### src/rtl/mem_arb_pkg.sv
// Shared state encoding and default sizing for the unified memory arbiter.
package mem_arb_pkg;

    typedef enum logic [1:0] {
        IDLE    = 2'd0,
        IF_BUSY = 2'd1,
        DM_BUSY = 2'd2
    } arb_state_t;

    localparam int DEF_ADDR_W     = 64;
    localparam int DEF_DATA_W     = 64;
    localparam int DEF_MAX_STREAK = 4;

endpackage

### src/rtl/arb_starve_counter.sv
// Saturating count of data grants made while a fetch was waiting; cleared by a fetch grant.
module arb_starve_counter
    import mem_arb_pkg::*;
#(
    parameter int MAX_STREAK = DEF_MAX_STREAK
) (
    input  logic clk,
    input  logic reset,
    input  logic inc,
    input  logic clr,
    output logic at_max
);

    localparam int CNT_W = $clog2(MAX_STREAK + 1);

    logic [CNT_W-1:0] count;

    assign at_max = (count == CNT_W'(MAX_STREAK));

    always_ff @(posedge clk or negedge reset) begin
        if (!reset) begin
            count <= '0;
        end else if (clr) begin
            count <= '0;
        end else if (inc && !at_max) begin
            count <= count + CNT_W'(1);
        end
    end

endmodule

### src/rtl/unified_mem_arbiter.sv
// Arbitrates instruction-fetch and data ports onto one memory port, data first.
// Define ARB_STARVE_GUARD_EN to let a waiting fetch win after MAX_STREAK data grants.
module unified_mem_arbiter
    import mem_arb_pkg::*;
#(
    parameter int ADDR_W     = DEF_ADDR_W,
    parameter int DATA_W     = DEF_DATA_W,
    parameter int MAX_STREAK = DEF_MAX_STREAK
) (
    input  logic              clk,
    input  logic              reset,
    input  logic              if_req,
    input  logic [ADDR_W-1:0] if_addr,
    output logic              if_ack,
    output logic [DATA_W-1:0] if_rdata,
    input  logic              dm_req,
    input  logic              dm_we,
    input  logic [ADDR_W-1:0] dm_addr,
    input  logic [DATA_W-1:0] dm_wdata,
    output logic              dm_ack,
    output logic [DATA_W-1:0] dm_rdata,
    output logic              mem_req,
    output logic              mem_we,
    output logic [ADDR_W-1:0] mem_addr,
    output logic [DATA_W-1:0] mem_wdata,
    input  logic [DATA_W-1:0] mem_rdata,
    input  logic              mem_ready
);

    if (MAX_STREAK < 1) begin : g_bad_streak
        $error("unified_mem_arbiter: MAX_STREAK must be at least 1");
    end

    arb_state_t        state, state_next;
    logic              grant_if, grant_dm;
    logic              ack_cycle;
    logic              if_first;
    logic [ADDR_W-1:0] addr_q;
    logic              we_q;
    logic [DATA_W-1:0] wdata_q;
    logic              if_ack_q, dm_ack_q;
    logic [DATA_W-1:0] if_rdata_q, dm_rdata_q;

    // A requester still holds req during its ack cycle, so no grant is made then.
    assign ack_cycle = if_ack_q | dm_ack_q;

`ifdef ARB_STARVE_GUARD_EN
    arb_starve_counter #(
        .MAX_STREAK(MAX_STREAK)
    ) u_starve_counter (
        .clk   (clk),
        .reset (reset),
        .inc   (grant_dm & if_req),
        .clr   (grant_if),
        .at_max(if_first)
    );
`else
    assign if_first = 1'b0;
`endif

    always_comb begin
        // NOTE: every output of this block gets a default first, so no path can infer a latch.
        state_next = state;
        grant_if   = 1'b0;
        grant_dm   = 1'b0;
        unique case (state)
            IDLE: begin
                if (!ack_cycle) begin
                    if (dm_req && !(if_req && if_first)) begin
                        grant_dm = 1'b1;
                    end else if (if_req) begin
                        grant_if = 1'b1;
                    end
                end
                if (grant_dm) begin
                    state_next = DM_BUSY;
                end else if (grant_if) begin
                    state_next = IF_BUSY;
                end
            end
            IF_BUSY, DM_BUSY: begin
                if (mem_ready) begin
                    state_next = IDLE;
                end
            end
            default: state_next = IDLE;
        endcase
    end

    // NOTE: sequential state uses non-blocking assignments so every register samples pre-edge values.
    always_ff @(posedge clk or negedge reset) begin
        if (!reset) begin
            state      <= IDLE;
            addr_q     <= '0;
            we_q       <= 1'b0;
            wdata_q    <= '0;
            if_ack_q   <= 1'b0;
            dm_ack_q   <= 1'b0;
            if_rdata_q <= '0;
            dm_rdata_q <= '0;
        end else begin
            state    <= state_next;
            if_ack_q <= (state == IF_BUSY) && mem_ready;
            dm_ack_q <= (state == DM_BUSY) && mem_ready;
            if (grant_dm) begin
                addr_q  <= dm_addr;
                we_q    <= dm_we;
                wdata_q <= dm_wdata;
            end else if (grant_if) begin
                addr_q  <= if_addr;
                we_q    <= 1'b0;
                wdata_q <= '0;
            end
            if ((state == IF_BUSY) && mem_ready) begin
                if_rdata_q <= mem_rdata;
            end
            if ((state == DM_BUSY) && mem_ready) begin
                dm_rdata_q <= mem_rdata;
            end
        end
    end

    assign mem_req   = (state != IDLE);
    assign mem_we    = we_q && (state == DM_BUSY);
    assign mem_addr  = addr_q;
    assign mem_wdata = wdata_q;
    assign if_ack    = if_ack_q;
    assign dm_ack    = dm_ack_q;
    assign if_rdata  = if_rdata_q;
    assign dm_rdata  = dm_rdata_q;

endmodule

### config.mk
export PLATFORM = sky130hd
export DESIGN_NAME = unified_mem_arbiter
export DESIGN_NICKNAME = d
export VERILOG_FILES = /design/src/rtl/mem_arb_pkg.sv /design/src/rtl/arb_starve_counter.sv /design/src/rtl/unified_mem_arbiter.sv
export SDC_FILE = /design/constraint.sdc
export NUM_CORES = 1
export LEC_CHECK = 0
export CAP_MARGIN = 20
export CORE_AREA = 2 2 202 204
export CTS_BUF_LIST = sky130_fd_sc_hd__clkbuf_4 sky130_fd_sc_hd__clkbuf_8
export DETAILED_ROUTE_END_ITERATION = 7
export DIE_AREA = 0 0 204 206
export GPL_TIMING_DRIVEN = 1
export PLACE_DENSITY = 0.55
export SETUP_SLACK_MARGIN = 0.3
export SYNTH_ARGS = -nofsm -noshare
export SYNTH_HDL_FRONTEND = slang
export SYNTH_SLANG_ARGS = --single-unit
### constraint.sdc
create_clock -name clk -period 5 [get_ports clk]
set_input_delay 1 -clock clk [delete_from_list [all_inputs] [get_ports clk]]
set_output_delay 1 -clock clk [all_outputs]
set_load 0.02 [all_outputs]
* Yosys cells after proc, flatten, opt, wreduce, memory -nomap -nowiden
Index checks and enable logic that the tools add are counted.
Storage, ports and cells: memories 0, memory bits (read-only) 0, input bits 262, latch bits 0, flip-flop bits (word level) 261, output and inout bits 260, bits in writable memories 0
Operators by class: magnitude comparators 0, add/subtract/negate cells 0, div/mod/pow operators 0, shifts and indexed selects 0, bitwise gates (word level) 1, equal/unequal tests 4, $mul 0, muxes and demuxes 19, reductions and logical operators 8
Operators with widths (count):
- 2-to-1 mux 64 bit | 4
- 2-to-1 mux 1 bit | 11
- 2-to-1 mux 2 bit | 3
- case mux 2 bit (2 select lines) | 1
- nonzero test 2 bit | 2
- logical AND 1 bit | 3
- != test 3 bit, second input constant | 1
- == test 2 x 1 -> 1 bit, second input constant | 1
- == test 2 bit, second input constant | 1
- zero test 2 bit | 1
- != test 2 bit, second input constant | 1
- AND reduction 2 bit | 1
- OR reduction 2 bit | 1
- bitwise OR 1 bit | 1

* Longest topological paths before layout
Gate-level depths: netlist of the first run.
depth after elaboration 7, gate-level depth with buffers 7, depth with buffers taken out 5

* Worst setup path before layout of the first run
OpenSTA, ideal clock, no wires.
path kind input to register, start point input mem_ready, end point register dm_rdata_q[14], in the netlist dm_rdata[14], required time 4875 ps, arrival time 1796 ps, stages 4, buffers on the path 2, setup time 125 ps, setup slack 3079 ps, path through nand2_1 -> buf_2 -> buf_2 -> mux2_2
On the way: word-level cells in the longest chain between the ends 1
RTL lines:
- from (decl) | RTL line unified_mem_arbiter.sv:27 | input logic mem_ready
- logical AND 1 bit | RTL line unified_mem_arbiter.sv:117 | if ((state == DM_BUSY) && mem_ready) begin
- to (signal assigned) | RTL line unified_mem_arbiter.sv:118 | dm_rdata_q <= mem_rdata;
- to (decl) | RTL line unified_mem_arbiter.sv:42 | logic [DATA_W-1:0] if_rdata_q, dm_rdata_q;
Every way passes these cells. A chain may end at the register's enable or synchronous reset.

* Worst setup path after layout of the first run
start point register state[0], end point output mem_req
On the way: word-level cells in the longest chain between the ends 1
RTL lines:
- from (decl) | RTL line unified_mem_arbiter.sv:34 | arb_state_t state, state_next;
- from (signal assigned) | RTL line unified_mem_arbiter.sv:102 | state <= state_next;
- nonzero test 2 bit | RTL line unified_mem_arbiter.sv:123 | assign mem_req = (state != IDLE);
- to (decl) | RTL line unified_mem_arbiter.sv:22 | output logic mem_req,
Every way passes these cells.

==> flow_summary_export.csv, run 1 <==
group,metric,value,unit
min_path,hp-class,"flop to flop",
grt,grt_pass1_wl,55400,um
grt,met2_usage,27.9,%
floorplanning,dieWidth,204,um
placement,postPlaceCellArea,16100,um2
grt,met3_usage,8.18,%
finish,area_growth,64.6,%
cts,cts_tree,"yes",
finish,layout_common_cells,"clkdlybuf4s50_1, dfrtp_1, mux2_2, nand2_1, a22o_1",
pwr,leakagePower,7.20,nW
grt,grt_pass1_vias,8926,
finish,final_common_cell,"clkdlybuf4s50_1",
min_path,hold_depth,1,
job,drv_cap,0,
finish,n_antenna_cell,0,
timing,fmax,314,MHz
worst_setup_path,startpoint_type,"flop",
timing,final.setup.tns,0,ns
cts,clock-sinks,261,
finish,multi_input_area,3530,um2
pwr,ir_worst_vdd,0.386,mV
placement,dp.final_hpwl,25900,um
pwr,comb_power_share,49.4,%
yosys,ys.flop_type,"dfrtp_1",
timing,skew,0.0256,ns
cts,ctsHoldBuffers,0,
cts,cts_resized,0,
yosys,synth_edf_count,0,
floorplanning,io-pin-count,522,
cts,cts-htree-levels,2,
pwr,pwr_density_cell,686,nW/um2
yosys,syn_area_per_cell,14.1,um2
yosys,synth-seq-cells,261,
finish,regArea,6530,um2
cts,root_buffer,"clkbuf_8",
yosys,syn_area,10400,um2
yosys,synth_fp_nets,1000,
grt,antenna_found_initial,2,
finish,drive_above_1_share,18.7,%
timing,slew_headroom,29.7,%
timing,slew_violations,0,
pwr,p_int,7.25,mW
pwr,pwr-share-clk,18.5,%
grt,overflow,0,
routing,viasPerCell,4.69,
yosys,ys_async_sr_fraction,100,%
worst_setup_path,r2r.worst_path.cells,6,
floorplanning,rows,74,
routing,num_vias,8540,
routing,drc,0,
timing,period_needed,3.19,ns
yosys,synth_top_area_share,62.9,%
finish,stdcell_area,17100,um2
cts,clk-insertion-delay-late,0.61,ns
cts,cts.path.max_buffers,3,
pwr,p_switching,4.47,mW
routing,ant_nets,0,
cts,post-cts-setup-buffer-count,0,
worst_setup_path,path_class,"flop to output pin",
worst_setup_path,arrival,2.19,ns
yosys,ys_seq_area_share,62.9,%
timing,tightest_slew,1.05,ns
placement,finalWeightedCongestion,0.772,
yosys,yosysWarnings,0,
routing,drt-initial-drc-count,600,
worst_setup_path,cp_max_fo,6,
placement,port_buffers,521,
floorplanning,start_util,25.9,%
timing,rsz0062_at_grt,"no",
grt,grt.total_usage,17.3,%
yosys,ys_top_cells_by_area,"dfrtp_1, mux2_2, a22o_1",
routing,finalWirelength,37700,um
routing,wl_per_cell,20.7,um
pwr,switching_share,38.1,%
cts,clk_pin_slew,0.06,ns
floorplanning,die_h,206,um
worst_setup_path,required,4.00,ns
grt,busiest_layer,"met2",
pwr,power,11.7,mW
floorplanning,core_area,40200,um2
floorplanning,dieArea,42000,um2
yosys,synth_cell_types,28,
grt,grt_start_max_net_pins,136,
routing,dr.pass1.iters,4,
worst_setup_path,end_kind,"output pin",
grt,gr-usage-met1,20.2,%
cts,cts_made_buffers,50,
finish,fillers,3813,
finish,fin_nets,1522,
timing,final-setup-viol-count,0,
run_status,outcome,"finished clean",
pwr,pwr-share-seq,32.1,%
yosys,synth_cells,735,
yosys,synth_top_cell_by_area,"dfrtp_1",
timing,fin_crit_sh,63.7,%
timing,finalHoldViolCount,0,
## final cells by class
type                    count  area share (%)
flip-flops and latches    261            38.2
clock inverters             9           0.475
repair buffers            532            31.2
inverters                   6           0.132
well taps                 532            3.89
clock buffers              74            5.44
multi-input cells         406            20.7
## power groups by stage
stage / sequential [mW] / clock, mW / combinational, mW
after floorplan: 4.97 / 0 / 1.78
after global placement: 3.75 / 0 / 5.81
after detailed placement: 3.78 / 0 / 5.83
after CTS: 3.77 / 2.27 / 5.86
after global routing: 3.90 / 2.37 / 6.15
final: 3.77 / 2.17 / 5.79
## state kept, by name, indices dropped and copies added (netlist names)
register and flops:
dm_rdata 64, if_rdata 64, mem_addr 64, mem_wdata 64
state 2, dm_ack 1, if_ack 1, we_q 1
## metal layers
layer | routed length (um) | up-vias
met5 | 27 | -
met4 | 932 | 4
met3 | 4200 | 62
met2 | 17700 | 391
met1 | 14800 | 4244
li1 | - | 3839
## metrics by stage
step	hold slack, ns	setup slack, ns	std cells	utilization (%)
floorplan	0.458	3.08	735	-
global placement	0.480	1.72	1737	40.0
detailed placement	0.480	1.69	1737	40.0
CTS	0.501	1.75	1820	42.6
global route	0.508	1.61	1820	42.6
finish	0.497	1.81	1820	42.6
## cells in the mapped netlist, types with 2 or more instances
cell      number
a22o_1        65
nor3_1         2
a22oi_1       54
inv_1          5
buf_6          7
buf_2         35
clkbuf_1      18
nand2_1       67
ha_1           3
and4bb_2       2
a22oi_2       10
mux2_2       128
a32oi_1       63
buf_4          2
dfrtp_1      261
## worst paths after layout
kind	end	startpoint	slack, ns
setup / recovery	mem_req	state[0]	1.81
hold / removal	mem_wdata[11]	mem_wdata[11]	0.50
setup reg to reg	mem_addr[26]	state[0]	2.55
hold reg to reg	mem_wdata[11]	mem_wdata[11]	0.50
max in group asynchronous	mem_addr[0]	reset	3.46
min in group asynchronous	dm_rdata[20]	reset	0.55
## cells by family after synthesis
| family | share of synthesized area, % |
|---|---|
| flops | 62.9 |
| compound gates | 16.2 |
| mux | 13.9 |
| simple gates | 3.24 |
| buf+inv | 3.46 |
| fa+ha+maj | 0.361 |
## worst max-delay path, stage by stage, from the launching register on
cell and delay [ns]:
dfrtp_1 0.41, inv_1 0.08, ha_1 0.28, inv_1 0.13, clkdlybuf4s50_1 0.69
(Power assumes the default switching activity.)
==> inputs of run 2 (changes only) <==
--- a/config.mk
+++ b/config.mk
@@ -6,10 +6,10 @@
 export NUM_CORES = 1
 export LEC_CHECK = 0
 export CAP_MARGIN = 20
-export CORE_AREA = 2 2 202 204
+export CORE_AREA = 2 2 203 205
 export CTS_BUF_LIST = sky130_fd_sc_hd__clkbuf_4 sky130_fd_sc_hd__clkbuf_8
 export DETAILED_ROUTE_END_ITERATION = 7
-export DIE_AREA = 0 0 204 206
+export DIE_AREA = 0 0 205 207
 export GPL_TIMING_DRIVEN = 1
 export PLACE_DENSITY = 0.55
 export SETUP_SLACK_MARGIN = 0.3
==> constraint.sdc (replaced) <==
create_clock -name clk -period 3.3 [get_ports clk]
set_input_delay 0.66 -clock clk [delete_from_list [all_inputs] [get_ports clk]]
set_output_delay 0.66 -clock clk [all_outputs]
set_load 0.02 [all_outputs]
==> flow_summary_export.csv, run 2 (synthesis gave the netlist of run 1 again) <==
group,metric,value,unit
run_status,outcome,"finished clean",
timing,fin_crit_sh,85.4,%
cts,cts_made_buffers,49,
routing,finalWirelength,37200,um
timing,final.setup.tns,0,ns
worst_setup_path,r2r_end,"mem_wdata[19]",
grt,grt.total_usage,16.9,%
timing,slew_headroom,42.9,%
pwr,pwr-share-clk,19.3,%
routing,wl_per_cell,20.3,um
worst_setup_path,regToRegSetupSlack,1.03,ns
worst_setup_path,required,2.64,ns
routing,viasPerCell,4.67,
finish,post-route-util,43.0,%
grt,antenna_found_initial,0,
floorplanning,io-pin-count,522,
pwr,leakagePower,7.33,nW
pwr,p_switching,6.77,mW
finish,area_growth,67.0,%
floorplanning,dieWidth,205,um
cts,cts.path.max_buffers,3,
cts,clk_pin_slew,0.06,ns
finish,layout_common_cells,"clkdlybuf4s50_1, dfrtp_1, mux2_2, nand2_1, a22o_1",
timing,final-setup-viol-count,0,
finish,fin_nets,1529,
cts,clock-sinks,261,
min_path,hp-class,"input pin to async pin",
cts,ctsHoldBuffers,0,
timing,rsz0062_at_grt,"no",
pwr,p_int,11.3,mW
worst_setup_path,end_kind,"output pin",
finish,n_antenna_cell,0,
grt,grt_pass1_vias,9112,
placement,port_buffers,521,
worst_setup_path,arrival,2.16,ns
finish,stdcell_area,17400,um2
timing,finalHoldWorstSlack,0.0524,ns
cts,cts-htree-levels,2,
job,drv_cap,0,
finish,fillers,3854,
grt,grt_pass1_wl,55800,um
grt,overflow,0,
grt,grt_start_max_net_pins,88,
cts,root_buffer,"clkbuf_8",
pwr,switching_share,37.4,%
floorplanning,core_area,40400,um2
cts,post-cts-setup-buffer-count,0,
pwr,power,18.1,mW
pwr,ir_worst_vdd,0.586,mV
pwr,pwr_density_cell,1040,nW/um2
placement,dp.final_hpwl,25800,um
floorplanning,die_h,207,um
timing,finalHoldViolCount,0,
worst_setup_path,r2r.worst_path.cells,6,
cts,clk-insertion-delay-late,0.62,ns
floorplanning,start_util,25.7,%
timing,tightest_slew,0.856,ns
floorplanning,rows,74,
timing,fmax,355,MHz
worst_setup_path,cp_max_fo,6,
finish,drive_above_1_share,19.3,%
placement,finalWeightedCongestion,0.770,
timing,period_needed,2.82,ns
timing,slew_violations,0,
pwr,comb_power_share,49.1,%
routing,dr.pass1.iters,5,
routing,ant_nets,0,
routing,num_vias,8538,
worst_setup_path,startpoint_type,"flop",
worst_setup_path,rr_startpoint,"state[1]",
worst_setup_path,path_class,"flop to output pin",
cts,cts_tree,"yes",
cts,cts_resized,0,
pwr,pwr-share-seq,31.6,%
floorplanning,dieArea,42400,um2
routing,drc,0,
placement,postPlaceCellArea,16300,um2
timing,skew,0.0194,ns
finish,final_common_cell,"clkdlybuf4s50_1",
routing,drt-initial-drc-count,446,
run 2: critical path, cell delays in order (launching register included):
cell and delay, ns:
dfrtp_1 0.40, inv_1 0.08, ha_1 0.27, inv_1 0.13
clkdlybuf4s50_1 0.68
run 2: routing by layer:
layer,vias up,wire (um),track usage (%)
met5,-,0,0
met4,0,980,5.71
met3,65,4150,7.88
met2,393,17100,26.5
met1,4213,15000,20.5
li1,3867,-,-
run 2: area by class of cell:
type / count / area, um2 / share of cell area, %
tap: 532 / 666 / 3.84
clock buffer: 79 / 975 / 5.62
clock inverter: 6 / 109 / 0.627
sequential: 261 / 6530 / 37.6
timing repair buffer: 540 / 5530 / 31.8
inverter: 6 / 22.5 / 0.130
multi-input combinational: 406 / 3530 / 20.3
run 2: power groups by stage:
stage	Sequential, mW	Clock [mW]	Combinational (mW)
after floorplan	7.52	0	2.70
after global placement	5.67	0	8.92
after detailed placement	5.72	0	8.94
after CTS	5.71	3.61	8.99
after global routing	5.90	3.77	9.41
final	5.71	3.49	8.87
run 2: worst max path at each step:
stage / start / end / slack, ns / cells past startpoint
after global routing: state[0] / mem_req / 0.36 / 4
after detailed placement: dm_req / mem_addr[9] / 0.75 / 5
after CTS: state[0] / mem_req / 0.42 / 4
after global placement: dm_req / mem_addr[29] / 0.81 / 5
after floorplan: state[0] / mem_addr[31] / 1.64 / 7
final: state[0] / mem_req / 0.48 / 4
run 2: metrics by stage:
stage                     cells  worst slack, ns
final                      1830            0.480
after global routing       1830            0.358
after CTS                  1830            0.416
after detailed placement   1745            0.747
after global placement     1745            0.811
after floorplan             735             1.64
==> inputs of run 3 (changes only) <==
--- a/config.mk
+++ b/config.mk
@@ -13,6 +13,7 @@
 export GPL_TIMING_DRIVEN = 1
 export PLACE_DENSITY = 0.55
 export SETUP_SLACK_MARGIN = 0.3
+export SLEW_MARGIN = 40
 export SYNTH_ARGS = -nofsm -noshare
 export SYNTH_HDL_FRONTEND = slang
 export SYNTH_SLANG_ARGS = --single-unit
==> results of run 3 <==
The final DEF is identical to that of run 2; final timing and power are the same.
==> patch (settings of run 3) <==
`DEF_ADDR_W`: 64 -> 60.
--- a/src/rtl/mem_arb_pkg.sv
+++ b/src/rtl/mem_arb_pkg.sv
@@ -7,7 +7,7 @@
         DM_BUSY = 2'd2
     } arb_state_t;
 
-    localparam int DEF_ADDR_W     = 64;
+    localparam int DEF_ADDR_W     = 60;
     localparam int DEF_DATA_W     = 64;
     localparam int DEF_MAX_STREAK = 4;
 
Interface: changed (resized dm_addr, if_addr and mem_addr); port bits go from 522 to 510. The function was not compared with the original's and may differ.
==> patch against run 3 <==
  * Sequential share of layout area down 0.21 points
  * First-iteration DRC count shrank 20%
  * Global-route usage increased by 0.19 points
  * Worst setup slack improved by 54 ps
  * Critical path depth did not move
  * Synthesized area about the same
  * Utilization fell by 0.42 points
  * Sequential cell count decreased by 4
  * Design area fell by 0.99%
  * Combinational power rose by 0.5%
  * Total power is 0.60% lower
  * Wire length about the same
  * Hold slack better by 30 ps
  * Largest cell class unchanged
  * Highest routed layer unchanged
==> patch: results <==
[global_routing]
wire_length_of_the_first_global_routing_pass_um = 55700
grt_max_degree = 85
first_global_vias = 8997

[cells_and_area]
seqCellArea_um2 = 6430
post_route_cells_drive_above_1_share = 0.218
layout.clock_buffers = 72
post_layout_instance_area_um2 = 17200
clock_cell_area_share = 0.0622
number_of_nets_in_the_layout = 1491
multiInputGateArea_um2 = 3620
layout.buffer.nonclock.area_share = 0.313
n_all_buffers = 528
num-fill-cells = 3852

[power]
power.combinational.fraction = 0.496
total_leakage_power_nw = 7.19
cellInternalPower_mw = 11.2
power.ir.vdd_worst_mv = 0.539
total_power_mw = 18.0

[routing]
routed_wire_length_um = 37200
initial_drc_count = 358
route.vias.total = 8330
drt_first_pass_iters = 4

[setup_path]
timing.critical_path.arrival_ps = 2110

[synth]
postSynthRegisterBits = 257
synthesis.instances = 718
synth_top_cells_by_count = sky130_fd_sc_hd__dfrtp_1 (257), sky130_fd_sc_hd__mux2_2 (128), sky130_fd_sc_hd__a22o_1 (65), sky130_fd_sc_hd__nand2_1 (63), sky130_fd_sc_hd__a32oi_1 (59)
synth_area_in_compound_gates = 0.171
synth-seq-area-share = 0.619
synth_fa_ha_area_frac = 0.00361

[place]
place_area_um2 = 16100
place.port_buffers = 509
gp_congestion = 0.789
placedCellCount = 1717
hpwlAfterDp_um = 26300
preCtsSetupSlack_ps = 767

[timing]
relSlewSlack = 0.546
clock-skew-final_ps = 33.2

[outcome]
status = finished clean
[patch: cell count changes after synthesis, moves of 3 or more]
| cell | change |
|---|---|
| sky130_fd_sc_hd__a32oi_1 | -4 |
| sky130_fd_sc_hd__buf_6 | +3 |
| sky130_fd_sc_hd__a22oi_1 | -35 |
| sky130_fd_sc_hd__a22oi_2 | +31 |
| sky130_fd_sc_hd__dfrtp_1 | -4 |
| sky130_fd_sc_hd__nand2_1 | -4 |
| sky130_fd_sc_hd__buf_2 | -5 |
[patch: kinds of logic (layout without fill, tap and decap cells)]
| group | after synthesis | in the layout |
|---|---|---|
| adders and majority gates | 3 | 3 |
| muxes | 128 | 128 |
| and+or+nand+nor | 75 | 75 |
| DFF | 257 | 257 |
| buffers and inverters | 67 | 614 |
| AOI/OAI and AO/OA | 188 | 188 |
[patch: critical path, cell delays in order (launching register included)]
cell	delay, ps
sky130_fd_sc_hd__dfrtp_1	410
sky130_fd_sc_hd__inv_1	90
sky130_fd_sc_hd__ha_1	240
sky130_fd_sc_hd__and2_1	140
sky130_fd_sc_hd__clkdlybuf4s50_1	630
[patch: path summary, 6_finish.rpt]
check	end	slack, ps
setup / recovery	mem_we	530
hold / removal	if_rdata[10]$_DFFE_PN0P_	80
setup reg to reg	mem_wdata[15]$_DFFE_PN0P_	1150
hold reg to reg	mem_wdata[30]$_DFFE_PN0P_	490
max in group asynchronous	mem_addr[3]$_DFFE_PN0P_	2350
min in group clk	mem_wdata[30]$_DFFE_PN0P_	490
[patch: layer usage]
metal  up-vias  part of all wire  track usage
met5         -                 0            0
met4         0             0.027       0.0665
met3        60              0.12       0.0782
met2       403              0.47        0.276
met1      4110              0.39        0.198
li1       3757                 -            -
